$ cat src/rtl/cordic_vectoring_if.sv
// Valid/ready bundle for the CORDIC vectoring engine:
// operand side (x, y) and result side (magnitude, angle).
interface cordic_vectoring_if #(
  parameter int BIT_WIDTH   = 16,
  parameter int ANGLE_WIDTH = 16
);
  logic                          in_valid;
  logic                          in_ready;
  logic signed [BIT_WIDTH-1:0]   x_in;
  logic signed [BIT_WIDTH-1:0]   y_in;
  logic                          out_valid;
  logic                          out_ready;
  logic [BIT_WIDTH+1:0]          mag_out;
  logic signed [ANGLE_WIDTH-1:0] angle_out;

  modport master (
    output in_valid, x_in, y_in, out_ready,
    input  in_ready, out_valid, mag_out, angle_out
  );

  modport slave (
    input  in_valid, x_in, y_in, out_ready,
    output in_ready, out_valid, mag_out, angle_out
  );
endinterface

$ cat src/rtl/cordic_vectoring.sv
// Iterative CORDIC in vectoring mode: (x, y) -> (K*|v|, atan2(y, x)),
// one micro-rotation per clock, gain left uncompensated.
module cordic_vectoring #(
  parameter int BIT_WIDTH   = 16,
  parameter int ITERATIONS  = 12,
  parameter int ANGLE_WIDTH = 16
) (
  input logic clk,
  input logic rst,
  cordic_vectoring_if.slave bus
);
  localparam int W  = BIT_WIDTH + 2;
  localparam int AW = ANGLE_WIDTH;
  localparam int IW = (ITERATIONS > 1) ? $clog2(ITERATIONS) : 1;
  localparam logic [IW-1:0] LAST = IW'(ITERATIONS - 1);
  localparam logic [AW-1:0] QUARTER = AW'(1) << (AW - 2);
  localparam real PI = 3.14159265358979323846;

  typedef enum logic [1:0] {IDLE, ITER, DONE} state_t;

  state_t               r_state;
  logic signed [W-1:0]  r_x;
  logic signed [W-1:0]  r_y;
  logic [AW-1:0]        r_z;
  logic [IW-1:0]        r_iter;
  logic                 r_out_valid;
  logic [W-1:0]         r_mag;
  logic [AW-1:0]        r_ang;

  logic [AW-1:0] w_atan [ITERATIONS];

  for (genvar g = 0; g < ITERATIONS; g++) begin : g_atan
    localparam real ANG =
      $atan(1.0 / (2.0 ** g)) * (2.0 ** (AW - 1)) / PI;
    assign w_atan[g] = AW'($rtoi(ANG + 0.5));
  end

  logic signed [W-1:0] w_xe;
  logic signed [W-1:0] w_ye;
  logic signed [W-1:0] w_x0;
  logic signed [W-1:0] w_y0;
  logic [AW-1:0]       w_z0;

  assign w_xe = {{2{bus.x_in[BIT_WIDTH-1]}}, bus.x_in};
  assign w_ye = {{2{bus.y_in[BIT_WIDTH-1]}}, bus.y_in};

  // Fold the left half-plane into the right one by +-90 degrees
  always_comb begin
    w_x0 = w_xe;
    w_y0 = w_ye;
    w_z0 = '0;
    unique case (1'b1)
      !w_xe[W-1]: begin
        w_x0 = w_xe;
        w_y0 = w_ye;
        w_z0 = '0;
      end
      w_xe[W-1] && !w_ye[W-1]: begin
        w_x0 = w_ye;
        w_y0 = -w_xe;
        w_z0 = QUARTER;
      end
      default: begin
        w_x0 = -w_ye;
        w_y0 = w_xe;
        w_z0 = -QUARTER;
      end
    endcase
  end

  logic signed [W-1:0] w_xs;
  logic signed [W-1:0] w_ys;
  logic signed [W-1:0] w_x_nx;
  logic signed [W-1:0] w_y_nx;
  logic [AW-1:0]       w_z_nx;
  logic                w_neg;

  assign w_xs   = r_x >>> r_iter;
  assign w_ys   = r_y >>> r_iter;
  assign w_neg  = r_y[W-1];
  assign w_x_nx = w_neg ? r_x - w_ys : r_x + w_ys;
  assign w_y_nx = w_neg ? r_y + w_xs : r_y - w_xs;
  assign w_z_nx = w_neg ? r_z - w_atan[r_iter]
                        : r_z + w_atan[r_iter];

  always_ff @(posedge clk) begin
    if (rst) begin
      r_state     <= IDLE;
      r_x         <= '0;
      r_y         <= '0;
      r_z         <= '0;
      r_iter      <= '0;
      r_out_valid <= 1'b0;
      r_mag       <= '0;
      r_ang       <= '0;
    end else begin
      unique case (r_state)
        IDLE: begin
          if (bus.in_valid) begin
            r_x     <= w_x0;
            r_y     <= w_y0;
            r_z     <= w_z0;
            r_iter  <= '0;
            r_state <= ITER;
          end
        end
        ITER: begin
          r_x    <= w_x_nx;
          r_y    <= w_y_nx;
          r_z    <= w_z_nx;
          r_iter <= r_iter + 1'b1;
          if (r_iter == LAST) begin
            r_mag       <= w_x_nx;
            r_ang       <= w_z_nx;
            r_out_valid <= 1'b1;
            r_state     <= DONE;
          end
        end
        DONE: begin
          if (bus.out_ready) begin
            r_out_valid <= 1'b0;
            r_state     <= IDLE;
          end
        end
        default: r_state <= IDLE;
      endcase
    end
  end

  assign bus.in_ready  = (r_state == IDLE);
  assign bus.out_valid = r_out_valid;
  assign bus.mag_out   = r_mag;
  assign bus.angle_out = r_ang;
endmodule
$ cat src/flat_wrapper.sv
// flat-port wrapper written by rule: the top's interface ports become plain ports
module cordic_vectoring_flat 
#(
  parameter int BIT_WIDTH   = 16,
  parameter int ITERATIONS  = 12,
  parameter int ANGLE_WIDTH = 16
)
  (clk, rst, bus_in_valid, bus_x_in, bus_y_in, bus_out_ready, bus_in_ready, bus_out_valid, bus_mag_out, bus_angle_out);
  cordic_vectoring_if #(.BIT_WIDTH(BIT_WIDTH), .ANGLE_WIDTH(ANGLE_WIDTH)) bus_i ();
  input logic clk;
  input logic rst;
  input wire logic [$bits(bus_i.in_valid)-1:0] bus_in_valid;
  input wire logic [$bits(bus_i.x_in)-1:0] bus_x_in;
  input wire logic [$bits(bus_i.y_in)-1:0] bus_y_in;
  input wire logic [$bits(bus_i.out_ready)-1:0] bus_out_ready;
  output wire logic [$bits(bus_i.in_ready)-1:0] bus_in_ready;
  output wire logic [$bits(bus_i.out_valid)-1:0] bus_out_valid;
  output wire logic [$bits(bus_i.mag_out)-1:0] bus_mag_out;
  output wire logic [$bits(bus_i.angle_out)-1:0] bus_angle_out;
  assign bus_i.in_valid = bus_in_valid;
  assign bus_i.x_in = bus_x_in;
  assign bus_i.y_in = bus_y_in;
  assign bus_i.out_ready = bus_out_ready;
  assign bus_in_ready = bus_i.in_ready;
  assign bus_out_valid = bus_i.out_valid;
  assign bus_mag_out = bus_i.mag_out;
  assign bus_angle_out = bus_i.angle_out;
  cordic_vectoring #(.BIT_WIDTH(BIT_WIDTH), .ITERATIONS(ITERATIONS), .ANGLE_WIDTH(ANGLE_WIDTH)) u_core (.clk(clk), .rst(rst), .bus(bus_i));
endmodule
$ cat config.mk
export PLATFORM = sky130hd
export DESIGN_NAME = cordic_vectoring_flat
export DESIGN_NICKNAME = d
export VERILOG_FILES = /design/src/rtl/cordic_vectoring_if.sv /design/src/rtl/cordic_vectoring.sv /design/src/flat_wrapper.sv
export SDC_FILE = /design/constraint.sdc
export NUM_CORES = 1
export LEC_CHECK = 0
export CORE_ASPECT_RATIO = 1.75
export CORE_MARGIN = 5
export CORE_UTILIZATION = 45
export DETAILED_ROUTE_END_ITERATION = 6
export PLACE_DENSITY = 0.67
export SYNTH_ARGS = -nofsm -noshare
export SYNTH_HDL_FRONTEND = slang
export SYNTH_SLANG_ARGS = --single-unit
$ cat constraint.sdc
create_clock -name clk -period 9.89 [get_ports clk]
set_clock_uncertainty 0.05 [all_clocks]
set_input_delay 1.978 -clock clk [delete_from_list [all_inputs] [get_ports clk]]
set_output_delay 1.978 -clock clk [all_outputs]
set_load 0.02 [all_outputs]
# After elaboration in Yosys (flattened, before gate mapping)
# Memories as Yosys holds them, arrays and structs flattened.
# Index checks and enable logic that the tools add are counted.
# W data, S select, Z words.
[word_totals]
reg_bits = 93
rom_bits = 256
inputBits = 36
out_inout_bits = 36
memories = 1
[mem_list]
columns = ["memory", "depth", "width", "read_ports", "rd_clocked_by_memory_dff", "wr", "line", "text"]
rows = [
  ["(name not given)", 16, 16, 1, 0, 0, "cordic_vectoring.sv:83", "assign w_z_nx = w_neg ? r_z - w_atan[r_iter]"],
]
[op_classes]
add_sub_neg = 9
order_cmp = 1
eq_ne = 6
n_shift = 2
muxes = 23
bitwise = 1
reduce_logical = 10
[ops]
columns = ["cell", "count"]
rows = [
  ["$pmux W18 S2", 4],
  ["$mux W18", 4],
  ["$mux W16", 4],
  ["$pmux W16 S2", 2],
  ["$add A18 B18 Y18", 2],
  ["$neg A16 Y18", 2],
  ["$sshr A18 B4 Y18", 2],
  ["$sub A18 B18 Y18", 2],
  ["$add A16 B16 Y16", 1],
  ["$sub A16 B16 Y16", 1],
  ["$pmux W4 S2", 1],
  ["$mux W2", 3],
  ["$pmux W2 S3", 1],
  ["$reduce_and A3 Y1", 2],
  ["$ge A5 B5 Y1 const B", 1],
  ["$not A4 Y5", 1],
  ["$add A4 B1 Y4 const B", 1],
  ["$eq A4 B4 Y1 const B", 1],
  ["$mux W4", 1],
  ["$ne A2 B2 Y1 const B", 2],
  ["$reduce_and A2 Y1", 2],
  ["$reduce_bool A2 Y1", 2],
  ["$eq A2 B1 Y1 const B", 1],
  ["$eq A2 B2 Y1 const B", 1],
  ["other kinds (6)", 8],
]

# Logic depth before layout (Yosys ltp)
[depth]
word_depth = 7
ltp_mapped = 23
mapped_depth_nobuf = 20

# Worst setup path before layout
# Ideal clock, no wire load.
[synth_path]
kind = "register to register"
start = "register u_core.r_iter[1]"
end = "register u_core.r_y[17]"
arrival_time_ps = 4571
t_required_ps = 9780
slack_ps = 5209
path_stages_with_launch = 24
path_buffers = 4
synth_period_minus_slack_ps = 4681
cell_sequence = "dfxtp_1 buf_6 clkbuf_8 buf_2 buf_1 mux4_2 nand2_1 a21oi_1 a21oi_1 ha_1 nand4_2 nor2_1 nor2_1 xor2_1 ha_1 nor3_1 inv_1 o21ai_0 a31oi_1 a21bo_2 a21o_1 a2111oi_0 mux2i_1 nand2_1"
[synth_between]
elab_chain_len = 4
elab_cells_between_ends = 5
[synth_rtl]
columns = ["item", "line", "text"]
rows = [
  ["start: declaration", "cordic_vectoring.sv:25", "logic [IW-1:0] r_iter;"],
  ["start signal: assignment", "cordic_vectoring.sv:111", "r_iter <= r_iter + 1'b1;"],
  ["$sshr A18 B4 Y18 (*)", "cordic_vectoring.sv:78", "assign w_xs = r_x >>> r_iter;"],
  ["$sub A18 B18 Y18 or $add A18 B18 Y18 (tied branches)", "cordic_vectoring.sv:82", "assign w_y_nx = w_neg ? r_y + w_xs : r_y - w_xs;"],
  ["$mux W18 (*)", "cordic_vectoring.sv:82", ""],
  ["$pmux W18 S2 (*)", "cordic_vectoring.sv:97", "unique case (r_state)"],
  ["end signal: assignment", "cordic_vectoring.sv:101", "r_y <= w_y0;"],
  ["end signal: assignment", "cordic_vectoring.sv:109", "r_y <= w_y_nx;"],
  ["end: declaration", "cordic_vectoring.sv:23", "logic signed [W-1:0] r_y;"],
]
# Mark *: on every way between the ends. The rest lies on a longest branch, timed or not.
# A chain may end at the register's enable or synchronous reset.

# Worst setup path in the final report
[layout_path]
start = "register u_core.r_iter[2]"
end = "register u_core.r_y[17]"
# The elaborated chain is that of the path after synthesis.

==> out/qor.log <==
qor: timing.layout_setup_ws 4190 ps
qor: cts.htreeDepth 3
qor: placed_design.pre_cts_ws 4335 ps
qor: global_route.largest_net_degree_at_the_start_of_global_routing 76
qor: die.io_pins 72
qor: cts.post_cts_hold_buffer_count 0
qor: yosys.synth_top_family_by_area compound AO/OA/AOI/OAI gates
qor: cts.cts_tree built
qor: die.number_of_placement_rows 71
qor: critical_path.worst_ep_arrival_time 5960 ps
qor: final_layout.finish.net_count 1402
qor: global_route.global_route.overflow_total 0
qor: final_layout.num-fill-cells 2155
qor: power.power-per-cell-area 224.0 nW/µm²
qor: global_route.global_route.usage.total 0.2710
qor: global_route.number_of_global_route_vias_before_repair 9622
qor: critical_path.worst_ep_required_time 10150 ps
qor: route.drt_pass1_iterations 6
qor: timing.whs 404.4 ps
qor: global_route.initial_antenna_violation_count 0
qor: timing.hold_viol 0
qor: timing.fin_max_slew_vios 0
qor: yosys.synth_sequential_area_ratio 0.1887
qor: yosys.synth_compound_gate_area_share 0.2440
qor: route.finalWirelength 34040 µm
qor: job.maxCapViolations 0
qor: power.static-leakage-power 4.119 nW
qor: yosys.yosys.area_share.adder 0.08219
qor: cts.post_cts_resize_count 0
qor: critical_path.setup.worst_path.class reg2reg
qor: placed_design.finalWeightedCongestion 0.9761
qor: route.wl_per_cell 21.27 µm
qor: yosys.synth_edf_count 0
qor: power.post-layout-total-power 0.002457 W
qor: route.vias 10041
qor: cts.clk_lat_worst_skew 370 ps
qor: cts.clock_sink_count 93
qor: final_layout.antennaDiodeCount 0
qor: route.post_drt_via_cell_ratio 6.276
qor: yosys.post_synth_inst_count 1293
qor: cts.number_of_buffers_created_by_cts 9
qor: route.remaining_drc_errors 0
qor: timing.fmaxAchievable 0.1754 GHz
qor: die.design.die.area 25100 µm²
qor: yosys.synth-main-ff-cell dfxtp_1
qor: final_layout.post-route-util 0.5081
qor: final_layout.storage_cell_area 1867 µm²
qor: global_route.grt_pass1_wl 52950 µm
qor: critical_path.r2r_setup_slack 4190 ps
qor: cts.postCtsSetupRepairBufs 0
qor: route.drtIter0Drc 792
qor: die.effective_utilization_at_floorplan 0.4570
qor: critical_path.startpoint_type flop
qor: yosys.synth.lib_cells_used.distinct 82
qor: final_layout.area.growth.synth_to_final 11.20%
qor: yosys.async_flop_share 0
qor: timing.timing.max_slew.rel_slack 0.2796
qor: yosys.syn-num-nets 1392
qor: timing.setup_viol_count_final 0
qor: route.ant_nets 0
qor: die.core 21590 µm²
qor: cts.cts.root.buffer_cell clkbuf_16
qor: cts.clock_path_buffers 2
qor: placed_design.dp_hpwl 25290 µm
qor: yosys.synth-simple-area-share 0.2265
qor: yosys.synth.cell_area 9864 µm²
qor: timing.fin_tns_setup 0 ps
qor: die.dieHeight 205.9 µm
qor: timing.worst_margin_slew 1078 ps
qor: yosys.synth_xor_area_frac 0.07991
qor: timing.final.min_clock_period 5700 ps
qor: min_path.hp-class reg2reg
qor: yosys.post_synth.cell_area_avg 7.629 µm²
qor: critical_path.path_max_fanout 26
qor: final_layout.share_of_final_layout_standard_cells_stronger_than_drive_strength_1 0.08792
qor: die.die_width 121.9 µm
qor: power.power.ir.vdd_worst 0.0001685 V
qor: yosys.synth_seq_cells 93
qor: timing.rsz0062_at_grt false
qor: cts.worst_setup_hold_path_clk_slew 80 ps
qor: critical_path.crit_path_end_kind flop
qor: outcome.status finished clean
qor: timing.final_min_period_over_clock_period 0.5763
qor: yosys.multiplexer_share_of_the_synthesized_area 0.1244
qor: placed_design.io_buffer_count 71
qor: final_layout.multi_input_area 7482 µm²
qor: yosys.synth_warnings 0
-- stage by stage --
stage,cell area [µm²],std cells
final,10970,1600
after floorplan,9864,1293
after detailed placement,10680,1584
after global placement,10680,1584
after global routing,10970,1600
after CTS,10970,1600
-- critical path: stages, from the launching register on --
cell,delay (ps)
dfxtp_1,750
buf_4,440
mux2i_1,280
o22ai_1,150
a21o_1,200
a222oi_1,780
nand4_2,340
nor2_1,170
nor2_1,60
xor2_1,190
ha_1,220
nor3_1,320
inv_1,100
o21ai_0,330
a31oi_1,200
a21bo_2,270
a21o_1,180
a2111oi_0,400
mux2i_1,120
nand2_1,70
-- placed cells by master (no fill, tap or decap), drive strengths merged, types with 18 or more instances in the layout --
cell / n
nand2: 132
inv: 42
a211oi: 37
mux2i: 24
ha: 60
a21oi: 112
xor2: 37
nor3: 33
nor2: 173
clkdlybuf4s50: 69
o21ai: 54
a31oi: 23
dfxtp: 93
mux4: 30
xnor2: 53
nand3: 22
a22oi: 18
mux2: 26
-- registers in the layout, indices dropped and copies added (netlist names) --
name,cells
u_core.bus.angle_out,16
u_core.bus.mag_out,18
u_core.bus.out_valid,1
u_core.r_iter,4
u_core.r_state,2
u_core.r_x,18
u_core.r_y,18
u_core.r_z,16
-- per-layer routing --
metal | vias up | track usage | share of wire
li1 | 4758 | - | -
met1 | 4839 | 0.3151 | 0.39
met2 | 332 | 0.4739 | 0.51
met3 | 112 | 0.03149 | 0.044
met4 | 0 | 0.1595 | 0.061
met5 | - | 0 | 0
-- synth_stat cells (all sizes together), types with 12 or more instances --
cell type  instances  area (µm²)
inv               41       153.9
a211oi            37       282.8
nand3             22       110.1
and3              12       75.07
nor3              33       165.2
xor2              37       324.1
ha                60       750.7
nor2b             16       100.1
dfxtp             93        1862
o21ai             54       270.3
a31oi             23       143.9
o21a              13       97.59
clkbuf            69       269.0
mux4              30       683.2
nand2b            17       106.4
and2              15       93.84
mux2              26       304.0
buf               18       111.4
a22oi             18       135.1
a21oi            112       564.3
nor2             173       651.9
a221oi            14       140.1
mux2i             24       240.2
nand2            132       495.5
o22ai             15       93.84
xnor2             53       464.2
-- cells by family (layout without fill, tap and decap cells) --
kind of cell / Yosys count / count (layout)
mux: 80 / 80
fa+ha+maj: 63 / 63
flops: 93 / 93
simple gates: 474 / 474
buf+inv: 128 / 143
compound gates: 365 / 365
xor+xnor: 90 / 90
-- path summary, 6_finish.rpt --
| path | start | endpoint | depth (start not counted) |
|---|---|---|---|
| max | u_core.r_iter[2]$_SDFFE_PP0P_ | u_core.r_y[17]$_SDFFE_PP0P_ | 19 |
| min | u_core.bus.angle_out[6]$_SDFFE_PP0P_ | u_core.bus.angle_out[6]$_SDFFE_PP0P_ | 2 |
| max reg2reg | u_core.r_iter[2]$_SDFFE_PP0P_ | u_core.r_y[17]$_SDFFE_PP0P_ | 19 |
| min reg2reg | u_core.bus.angle_out[6]$_SDFFE_PP0P_ | u_core.bus.angle_out[6]$_SDFFE_PP0P_ | 2 |
-- power breakdown --
group / internal, W / switching (W) / leakage, nW / total, W
Clock: 0.000174 / 0.000174 / 0.135 / 0.000348
Sequential: 0.000420 / 0.0000926 / 0.761 / 0.000512
Combinational: 0.000660 / 0.000936 / 3.22 / 0.00160
-- cell type report --
type,instances,share of cell area
well taps,292,0.03331
multi-input cells,1072,0.6821
repair buffers,86,0.07414
clock inverters,7,0.005703
flip-flops and latches,93,0.1702
inverters,41,0.01403
clock buffers,9,0.02053
Power figures use the tool's default switching activity.
